==> src/rtl/loop_count_ctrl_if.sv <==
// loop_count_ctrl_if
//   Bundles the handshake between the instruction control logic and the
//   loop counter sequencer.
//   master: drives start/count_in/step/abort and observes the status outputs
//           (instruction control side, or a testbench).
//   slave : the loop_count_ctrl block itself.
//   Signals:
//     start    - load count_in and begin a loop (honoured only when idle)
//     count_in - trip count to load
//     step     - request one iteration (honoured only while running)
//     abort    - cancel the running loop (wins over step)
//     busy     - loop is running
//     count    - current counter register value
//     is_zero  - count == 0
//     iter     - one-cycle pulse after each accepted step
//     done     - one-cycle pulse when the loop completes
//     aborted  - one-cycle pulse after an accepted abort
interface loop_count_ctrl_if #(
  parameter int WIDTH = 8
);
  logic             start;
  logic [WIDTH-1:0] count_in;
  logic             step;
  logic             abort;
  logic             busy;
  logic [WIDTH-1:0] count;
  logic             is_zero;
  logic             iter;
  logic             done;
  logic             aborted;

  modport master (
    output start, count_in, step, abort,
    input  busy, count, is_zero, iter, done, aborted
  );

  modport slave (
    input  start, count_in, step, abort,
    output busy, count, is_zero, iter, done, aborted
  );
endinterface

==> src/rtl/loop_count_ctrl.sv <==
// loop_count_ctrl
//   Sequences an unsigned WIDTH-bit loop counter through a down-count.
//   A start in IDLE loads the trip count; each accepted step in RUN
//   decrements it, and reaching zero ends the loop with a one-cycle done
//   pulse. A zero trip count goes straight to DONE without ever running.
//   Ports:
//     clk   - rising-edge clock
//     rst_n - asynchronous active-low reset
//     ctl   - loop_count_ctrl_if slave modport (start/count_in/step/abort
//             in, busy/count/is_zero/iter/done/aborted out)
module loop_count_ctrl #(
  parameter int WIDTH = 8
) (
  input  logic                clk,
  input  logic                rst_n,
  loop_count_ctrl_if.slave    ctl
);

  typedef enum logic [1:0] {
    IDLE = 2'd0,
    RUN  = 2'd1,
    DONE = 2'd2
  } state_t;

  state_t           state;
  logic [WIDTH-1:0] count_q;
  logic             iter_q;
  logic             aborted_q;

  // Single registered FSM. iter and aborted default low so each can only
  // be high for the one cycle after the event that caused it. The
  // decrement is only reachable in RUN where count is at least 1, so the
  // counter can never wrap from zero to all-ones.
  always_ff @(posedge clk or negedge rst_n) begin
    if (!rst_n) begin
      state     <= IDLE;
      count_q   <= '0;
      iter_q    <= 1'b0;
      aborted_q <= 1'b0;
    end else begin
      iter_q    <= 1'b0;
      aborted_q <= 1'b0;
      case (state)
        IDLE: begin
          if (ctl.start) begin
            count_q <= ctl.count_in;
            state   <= (ctl.count_in == '0) ? DONE : RUN;
          end
        end
        RUN: begin
          if (ctl.abort) begin
            state     <= IDLE;
            aborted_q <= 1'b1;
          end else if (ctl.step) begin
            count_q <= count_q - WIDTH'(1);
            iter_q  <= 1'b1;
            if (count_q == WIDTH'(1)) begin
              state <= DONE;
            end
          end
        end
        DONE: begin
          // count is already zero on every path into DONE; forcing it
          // keeps the invariant explicit.
          count_q <= '0;
          state   <= IDLE;
        end
        default: begin
          state <= IDLE;
        end
      endcase
    end
  end

  // Status outputs decode the state register directly, so they change
  // only on clock edges (or reset) and need no extra flops.
  assign ctl.busy    = (state == RUN);
  assign ctl.done    = (state == DONE);
  assign ctl.count   = count_q;
  assign ctl.is_zero = (count_q == '0);
  assign ctl.iter    = iter_q;
  assign ctl.aborted = aborted_q;

endmodule

==> src/flat_wrapper.sv <==
// flat-port wrapper written by rule: the top's interface ports become plain ports
module loop_count_ctrl_flat 
#(
  parameter int WIDTH = 8
)
  (clk, rst_n, ctl_start, ctl_count_in, ctl_step, ctl_abort, ctl_busy, ctl_count, ctl_is_zero, ctl_iter, ctl_done, ctl_aborted);
  loop_count_ctrl_if #(.WIDTH(WIDTH)) ctl_i ();
  input  logic clk;
  input  logic rst_n;
  input wire logic [$bits(ctl_i.start)-1:0] ctl_start;
  input wire logic [$bits(ctl_i.count_in)-1:0] ctl_count_in;
  input wire logic [$bits(ctl_i.step)-1:0] ctl_step;
  input wire logic [$bits(ctl_i.abort)-1:0] ctl_abort;
  output wire logic [$bits(ctl_i.busy)-1:0] ctl_busy;
  output wire logic [$bits(ctl_i.count)-1:0] ctl_count;
  output wire logic [$bits(ctl_i.is_zero)-1:0] ctl_is_zero;
  output wire logic [$bits(ctl_i.iter)-1:0] ctl_iter;
  output wire logic [$bits(ctl_i.done)-1:0] ctl_done;
  output wire logic [$bits(ctl_i.aborted)-1:0] ctl_aborted;
  assign ctl_i.start = ctl_start;
  assign ctl_i.count_in = ctl_count_in;
  assign ctl_i.step = ctl_step;
  assign ctl_i.abort = ctl_abort;
  assign ctl_busy = ctl_i.busy;
  assign ctl_count = ctl_i.count;
  assign ctl_is_zero = ctl_i.is_zero;
  assign ctl_iter = ctl_i.iter;
  assign ctl_done = ctl_i.done;
  assign ctl_aborted = ctl_i.aborted;
  loop_count_ctrl #(.WIDTH(WIDTH)) u_core (.clk(clk), .rst_n(rst_n), .ctl(ctl_i));
endmodule
==> config.mk <==
export PLATFORM = sky130hd
export DESIGN_NAME = loop_count_ctrl_flat
export DESIGN_NICKNAME = d
export VERILOG_FILES = /design/src/rtl/loop_count_ctrl_if.sv /design/src/rtl/loop_count_ctrl.sv /design/src/flat_wrapper.sv
export SDC_FILE = /design/constraint.sdc
export NUM_CORES = 1
export LEC_CHECK = 0
export CELL_PAD_IN_SITES_DETAIL_PLACEMENT = 2
export CELL_PAD_IN_SITES_GLOBAL_PLACEMENT = 2
export CORE_UTILIZATION = 35
export CTS_CLUSTER_DIAMETER = 40
export DETAILED_ROUTE_END_ITERATION = 16
export DONT_BUFFER_PORTS = 1
export HOLD_SLACK_MARGIN = 0.15
export PLACE_DENSITY = 0.85
export SETUP_SLACK_MARGIN = 0.5
export SLEW_MARGIN = 40
export SYNTH_ARGS = -nofsm -noshare
export SYNTH_HDL_FRONTEND = slang
export SYNTH_SLANG_ARGS = --single-unit
==> constraint.sdc <==
create_clock -name clk -period 2.4 [get_ports clk]
set_clock_uncertainty 0.15 [all_clocks]
set_input_delay 0.12 -clock clk [delete_from_list [all_inputs] [get_ports clk]]
set_output_delay 0.12 -clock clk [all_outputs]
set_load 0.1 [all_outputs]
== Yosys cells after proc, flatten, opt, wreduce, memory -nomap -nowiden ==
Index checks and enable logic that the tools add are counted.
Storage, ports and cells
  latch bits: 0
  memories kept: 0
  memory bits (read-only): 0
  register bits after elaboration: 12
  RAM bits: 0
  bits of input ports: 13
  logic and storage cells: 34
Operators by class
  add/sub/neg operators: 1
  reductions and logical operators: 6
  multiplexer cells: 15
  bitwise logic cells: 0
  multipliers: 0
  shifts and indexed selects: 0
  $lt $le $gt $ge: 0
  eq/ne operators: 8
  div/mod/pow operators: 0
Operator list (number)
  2-to-1 mux 8 bit: 3
  one-hot mux 8 bit (3 select lines): 1
  logical NOT 8 bit: 2
  2-to-1 mux 2 bit: 5
  == test 8 x 1 -> 1 bit, second input constant: 1
  subtractor 8 x 1 -> 8 bit, second input constant: 1
  inequality test 2 bit, second input constant: 3
  2-to-1 mux 1 bit: 5
  one-hot mux 2 bit (2 select lines): 1
  AND reduction 4 bit: 1
  inequality test 3 x 2 -> 1 bit, second input constant: 1
  inequality test 3 bit, second input constant: 1
  AND reduction 3 bit: 1
  nonzero test 3 bit: 1
  == test 2 x 1 -> 1 bit, second input constant: 1
  == test 2 bit, second input constant: 1
  logical NOT 2 bit: 1

== Depth between registers and ports, before layout ==
Gate-level depths: netlist (run 1).
  depth after elaboration: 5
  depth in mapped cells: 7
  gate-level depth less buffers: 6

== Least setup slack after synthesis (run 1) ==
No wires, ideal clock.
  path type: register to output
  start point: register u_core.count_q[4], in the netlist u_core.ctl.count[4]
  end point: output port ctl_is_zero
  path buffers: 1
  setup slack: -2.558 ns
  data arrival time: 4.688 ns
  stages on the path, launching flop included: 4
  required time: 2.130 ns
  cells stage by stage: dfrtp_1 buf_6 or4_4 nor4b_1
On the way
  word-level cells in the longest chain between the ends: 1
RTL lines
  start, declared: RTL line loop_count_ctrl.sv:26  | logic [WIDTH-1:0] count_q;
  start signal, assigned: RTL line loop_count_ctrl.sv:46  | count_q <= ctl.count_in;
  start signal, assigned: RTL line loop_count_ctrl.sv:55  | count_q <= count_q - WIDTH'(1);
  logical NOT 8 bit: RTL line loop_count_ctrl.sv:80  | assign ctl.is_zero = (count_q == '0);
  end, declared: RTL line flat_wrapper.sv:16  | output wire logic [$bits(ctl_i.is_zero)-1:0] ctl_is_zero;
No other way between the ends.

== Final worst setup path (run 1) ==
  start point: register u_core.count_q[6], in the netlist u_core.ctl.count[6]
  end point: output port ctl_is_zero
Same word-level chain as after synthesis.

==> results of run 1 <==
[per-layer routing]
metal  vias up  GRT usage [%]
met2        27           51.1
met4         0           10.0
met1       429           42.0
met3         3           6.97
li1        376              -
met5         -              0
[stage by stage]
step | hold WS, ns | utilization, % | setup slack [ns] | TNS [ns]
3_5_place_dp | -0.325 | 44.3 | 0.330 | 0
6_report | 0.152 | 57.3 | 0.350 | 0
2_1_floorplan | -0.326 | - | -0.277 | -0.277
5_1_grt | 0.152 | 57.3 | 0.306 | 0
4_1_cts | 0.160 | 54.2 | 0.309 | 0
3_3_place_gp | -0.325 | 44.3 | 0.388 | 0
[layout make-up]
type | instances | area share (%)
inverter | 6 | 1.79
sequential | 12 | 25.6
clock buffer | 4 | 2.89
tap | 28 | 2.79
multi-input combinational | 66 | 45.7
timing repair buffer | 29 | 21.2
[sequential cells by signal, summed over array words and instances, names as in the netlist]
name                flops
u_core.ctl.count        8
u_core.state            2
u_core.ctl.aborted      1
u_core.ctl.iter         1
[path summary, 6_finish.rpt]
kind	slack [ns]	from	end	depth (start not counted)
max	0.35	u_core.ctl.count[6]$_DFFE_PN0P_	ctl_is_zero	3
min	0.15	ctl_start	u_core.ctl.count[4]$_DFFE_PN0P_	4
max reg2reg	0.39	u_core.ctl.count[6]$_DFFE_PN0P_	u_core.state[0]$_DFFE_PN0P_	5
min reg2reg	0.44	u_core.state[0]$_DFFE_PN0P_	u_core.state[0]$_DFFE_PN0P_	1
max in group asynchronous	1.01	rst_n	u_core.ctl.count[1]$_DFFE_PN0P_	2
min in group asynchronous	0.65	rst_n	u_core.ctl.count[4]$_DFFE_PN0P_	2
[cell usage in the layout (no fill, tap or decap), types with 4 or more instances in the layout]
| cell type | count |
|---|---|
| dlygate4sd3_1 | 13 |
| nor4_1 | 4 |
| nand2_1 | 4 |
| buf_4 | 14 |
| dfrtp_2 | 5 |
| o21ai_0 | 7 |
| ha_1 | 4 |
| a21oi_1 | 6 |
| dfrtp_4 | 4 |
| nor2_1 | 8 |
| inv_1 | 4 |
[cell families after synthesis]
| kind of cell | share of synthesized area (%) |
|---|---|
| buffers and inverters | 5.08 |
| flip-flops | 36.9 |
| adder cells (fa/ha/maj) | 9.23 |
| AO/OA/AOI/OAI | 28.0 |
| AND/OR/NAND/NOR | 20.8 |
[worst reg2reg max path, delay by kind of cell, from the launching register on]
kind	cells	cell delay [ns]
flip-flops	1	0.41
AO/OA/AOI/OAI	3	0.61
buffers and inverters	1	0.17
AND/OR/NAND/NOR	1	0.57
[what timing repair did]
| action | CTS | global route |
|---|---|---|
| hold buffers | 13 | 0 |
| resized for setup | 6 | 13 |
| pin swaps | 3 | 4 |
| gates cloned | 0 | 0 |
| endpoints found under the setup margin | 11 | 11 |
| endpoints found under the hold margin | 24 | 0 |
| setup buffers | 3 | 3 |
==> flow_summary.ini, run 1 <==
[run_status]
outcome = finished, final reports clean

[logic_synthesis]
postSynth.asyncResetShare_pct = 100
synthTopCellsByCount = dfrtp_1 (12), nor2_1 (8), o21ai_0 (8)
synth_edf_count = 0
ys.flop_type = dfrtp_1
yosys_warnings = 0
syn_nets = 106
seq_area_frac_synth_pct = 36.9
synth_area_per_cell_um2 = 9.35
ys_seq_elements = 12
synthDominantCellAreaShare_pct = 36.9
ys_types = 31
synth_top_cells_by_area = dfrtp_1 (37%), ha_1 (9.2%), o21ai_0 (4.9%), nor4_1 (3.8%), a21oi_1 (3.7%)
syn_inst = 87
yosysMostFrequentCell = dfrtp_1
yosysTopAreaCell = dfrtp_1
syn_area_um2 = 813

[sta]
rsz0062_at_grt = yes
post-route-min-period_ns = 2.05
slew_violations = 0
fmax_mhz = 488
setup_viol_count_final = 0
final_hold_viol_count = 0
worst_slew_pin_slew_ns = 0.871
max_slew_margin_pct = 42.0
period_share_pct = 85.4

[cells_and_area]
layout-drive-gt1-share_pct = 39.3
num_antenna_cells = 0
fin_area_mm2 = 0.00125
nFillCells = 206
fin_nets = 137
seqCellArea_um2 = 322
fin_cells = 145
multi_input_area_um2 = 573
syn_to_final_growth_pct = 54.3

[clocking]
clkTransAtPathRegs_ns = 0.09
htree_num_levels = 1
clk_latency_ns = 0.30
cts_tree = built
clkSinkCount = 12
cts_root_buf = clkbuf_4
cts_buffer_depth = 2
cts_buffers = 3

[detailed_routing]
wl_met1_mm = 1.64
vias = 835
drt-pass1-iter-count = 4
vias_per_cell = 5.76
wl_met3_um = 146
dr.first_iter.drc_count = 15
top_layer = met4
wl_met2_mm = 1.79
wire_per_inst_um = 24.9
ant_nets = 0
drc = 0
routed_wirelength_mm = 3.61

[setup_path]
cp-start-kind = flip-flop
critPathSlowestCell = or4_4
required_ns = 2.13
worstSetupPathType = reg2out
end_kind = output pin
crit_chain = or4_4 > nor4b_4 > buf_12
cp.arrival_ns = 1.78
critPathTopFamily = simple AND/OR/NAND/NOR gates
worstPathMaxFanout = 2
crit_buf_inv = 1
slowest_delay_ns = 0.57

[run]
drv_cap = 0

[floorplan]
initial_core_util_pct = 37.1
fp.dieH_um = 50.2
die_w_um = 50.2
io_pins = 26
die_area_mm2 = 0.00252
fp-row-count = 17
coreArea_mm2 = 0.00219

[global_route]
grtUsageTotal_pct = 31.7
antenna_found_initial = 0
grt_max_degree = 14
grt_pass1_vias = 927
grt_remaining_overflow = 0
grt_pass1_wl_mm = 5.51

[placed_design]
gp_congestion = 0.808
placed_area_um2 = 970
port-buffer-count = 0
place_inst = 122
dp_hpwl_mm = 1.93

[min_path]
hold_path.class = in2reg
Power of run 1 is not shown: default switching activity piles up to over one toggle a cycle in this logic, so the estimate is an artifact.
==> inputs of run 2 (changes only) <==
==> constraint.sdc (replaced) <==
create_clock -name clk -period 2.2 [get_ports clk]
set_clock_uncertainty 0.15 [all_clocks]
set_input_delay 0.11 -clock clk [delete_from_list [all_inputs] [get_ports clk]]
set_output_delay 0.11 -clock clk [all_outputs]
set_load 0.1 [all_outputs]
==> run 2 against run 1 <==
Against the previous run:
- the flow now stops in global routing (5_1_grt)
- synthesized cell count unchanged
- synthesized area did not move
==> flow_summary.ini, run 2 <==
[logic_synthesis]
syn_nets = 106
synthTopCellsByCount = dfrtp_1 (12), nor2_1 (8), o21ai_0 (8)
synth_edf_count = 0
yosys_warnings = 0
synthDominantCellAreaShare_pct = 36.9
yosysTopAreaCell = dfrtp_1
synth_area_per_cell_um2 = 9.35
seq_area_frac_synth_pct = 36.9
postSynth.asyncResetShare_pct = 100
syn_inst = 87
synth_top_cells_by_area = dfrtp_1 (37%), ha_1 (9.2%), o21ai_0 (4.9%), nor4_1 (3.8%), a21oi_1 (3.7%)
yosysMostFrequentCell = dfrtp_1
syn_area_um2 = 813
ys_types = 31
ys.flop_type = dfrtp_1
ys_seq_elements = 12

[run_status]
outcome = aborted with a tool error
error = [ERROR DPL-0033] detailed placement checks failed during check placement.
haltStage = global routing (5_1_grt)

[clocking]
cts_buffers = 3
cts_root_buf = clkbuf_4
cts_buffer_depth = 2
htree_num_levels = 1
clkSinkCount = 12

[global_route]
antenna_found_initial = 0
grt_max_degree = 14

[sta]
worst_endpoint_kind = top-level output
worstEndpointGrtRepair = ctl_is_zero

[floorplan]
fp.dieH_um = 50.2
initial_core_util_pct = 37.1
io_pins = 26
die_w_um = 50.2
fp-row-count = 17

[placed_design]
port-buffer-count = 0
dp_hpwl_mm = 2.08
gp_congestion = 0.849
## run 2: cell counts after synthesis
No cell type changed its count.
## run 2: stage by stage
stage               area [µm²]  setup slack [ns]  cells  hold WS [ns]
global placement          1030             0.246    125        -0.335
CTS                       1310             0.107    151         0.182
detailed placement        1030             0.211    125        -0.335
floorplan                  912            -0.467     87        -0.336
## run 2: cells by family after synthesis
logic type               count (synthesis)  share of synthesized area (%)
AO/OA/AOI/OAI                           29                           28.0
adder cells (fa/ha/maj)                  6                           9.23
buffers and inverters                    9                           5.08
flip-flops                              12                           36.9
AND/OR/NAND/NOR                         31                           20.8
## run 2: repair_timing
action | 4_1_cts
endpoints found under the hold margin | 24
hold buffers | 13
resized for setup | 14
setup endpoints to repair | 11
buffers inserted | 9
pin swaps | 8
==> inputs of run 3 (changes only) <==
==> config.mk (replaced) <==
export PLATFORM = sky130hd
export DESIGN_NAME = loop_count_ctrl_flat
export DESIGN_NICKNAME = d
export VERILOG_FILES = /design/src/rtl/loop_count_ctrl_if.sv /design/src/rtl/loop_count_ctrl.sv /design/src/flat_wrapper.sv
export SDC_FILE = /design/constraint.sdc
export NUM_CORES = 1
export LEC_CHECK = 0
export CORE_AREA = 2 2 63 65
export DETAILED_ROUTE_END_ITERATION = 16
export DIE_AREA = 0 0 65 67
export DONT_BUFFER_PORTS = 1
export PLACE_DENSITY_LB_ADDON = 0.15
export SLEW_MARGIN = 40
export SYNTH_ARGS = -nofsm -noshare
export SYNTH_HDL_FRONTEND = slang
export SYNTH_SLANG_ARGS = --single-unit
==> run 3 against run 2 <==
Against the previous run:
- the flow now finishes, with violations (hold timing)
==> flow_summary.ini, run 3 (synthesized netlist as in run 1, its figures left out) <==
[sta]
fmax_mhz = 486
slew_violations = 0
worst_slew_pin_slew_ns = 0.611
post-route-min-period_ns = 2.06
final_hold_viol_count = 1
setup_viol_count_final = 0
period_share_pct = 93.6
max_slew_margin_pct = 59.1
hold_ws_ns = -0.0104
rsz0062_at_grt = no

[setup_path]
critPathSlowestCell = or4_4
required_ns = 1.94
worst-r2r-setup-slack_ns = 0.27
slowest_delay_ns = 0.52
cp.arrival_ns = 1.80
worstPathMaxFanout = 2
cp-start-kind = flip-flop
r2r_end = u_core.state[0]$_DFFE_PN0P_
worstSetupPathType = reg2out
r2r-start = u_core.ctl.count[4]$_DFFE_PN0P_
path_depth = 3
crit_start = u_core.ctl.count[4]$_DFFE_PN0P_
crit_chain = or4_4 > nor4b_4 > buf_12
critPathTopFamily = simple AND/OR/NAND/NOR gates
end_kind = output pin
endpoint = ctl_is_zero
crit_buf_inv = 1
reg2reg_depth = 4

[clocking]
cts_root_buf = clkbuf_8
clk_latency_ns = 0.24
clkTransAtPathRegs_ns = 0.05
cts_buffers = 3
clkSinkCount = 12
cts_tree = built
cts_buffer_depth = 2
postCtsSetupRepairBufs = 0
htree_num_levels = 1

[run_status]
violations = hold timing
outcome = complete, but fails checks

[placed_design]
dp_hpwl_mm = 1.84
gp_congestion = 0.764
port-buffer-count = 0

[global_route]
grt_pass1_wl_mm = 3.97
grt_remaining_overflow = 0
antenna_found_initial = 0
grt_max_degree = 13
grtUsageTotal_pct = 12.7
grt_pass1_vias = 792

[cells_and_area]
num_antenna_cells = 0
fin_nets = 134
layout-drive-gt1-share_pct = 29.8
fin_util_pct = 32.5
largest_reg_flops = 8
final_cell_mix = buf_4 (15), dlygate4sd3_1 (10), nor2_1 (8), o21ai_0 (8)
nFillCells = 386
layout_commonest_cell = buf_4
syn_to_final_growth_pct = 44.0

[detailed_routing]
vias_per_cell = 4.65
ant_nets = 0
routed_wirelength_mm = 2.43
drc = 0
vias = 754
wire_per_inst_um = 15.0
dr.first_iter.drc_count = 72
drt-pass1-iter-count = 4

[min_path]
hold_path.class = in2reg
worstHoldStart = ctl_count_in[6]

[floorplan]
fp.dieH_um = 67
fp-row-count = 22
io_pins = 26
die_area_mm2 = 0.00436
die_w_um = 65
initial_core_util_pct = 22.6
coreArea_mm2 = 0.00361

[run]
drv_cap = 0
-- run 3: area by class of cell --
cell class / count / area [µm²] / share of cell area, %
Clock buffer: 4 / 55.1 / 4.70
Inverter: 6 / 22.5 / 1.92
Multi-Input combinational cell: 66 / 489 / 41.8
Sequential cell: 12 / 312 / 26.6
Tap cell: 48 / 60.1 / 5.13
Timing Repair Buffer: 26 / 233 / 19.9
-- run 3: through the flow --
stage / worst slack, ns / hold slack, ns / area, µm² / std cells / setup TNS [ns]
6_report: 0.141 / -0.0104 / 1170 / 162 / 0
5_1_grt: 0.0827 / 0.000679 / 1170 / 162 / 0
4_1_cts: 0.145 / 0.00344 / 1170 / 162 / 0
3_5_place_dp: 0.280 / -0.335 / 1020 / 148 / 0
3_3_place_gp: 0.302 / -0.335 / 1020 / 148 / 0
2_1_floorplan: -0.467 / -0.336 / 842 / 87 / -0.467
-- run 3: how the worst min path moves through the flow --
stage                                            endpoint  depth (start not counted)  slack (ns)
after floorplan              u_core.ctl.aborted$_DFF_PN0_                          0       -0.34
after global placement    u_core.ctl.count[2]$_DFFE_PN0P_                          0       -0.34
after detailed placement  u_core.ctl.count[2]$_DFFE_PN0P_                          0       -0.34
after CTS                 u_core.ctl.count[4]$_DFFE_PN0P_                          2       0.003
after global routing            u_core.ctl.iter$_DFF_PN0_                          2      0.0007
final                     u_core.ctl.count[6]$_DFFE_PN0P_                          2       -0.01
-- run 3: per-layer routing --
layer | part of all wire, % | up-vias | GRT usage (%)
li1 | - | 374 | -
met1 | 47 | 346 | 16.5
met2 | 43 | 32 | 19.6
met3 | 9.6 | 2 | 5.07
met4 | 0.74 | 0 | 3.19
met5 | 0 | - | 0
-- run 3: repair_timing --
action	CTS	global route
hold endpoints to repair	21	0
resized for setup	0	0
hold buffers	10	0
Power of run 3 is left out for the same reason.
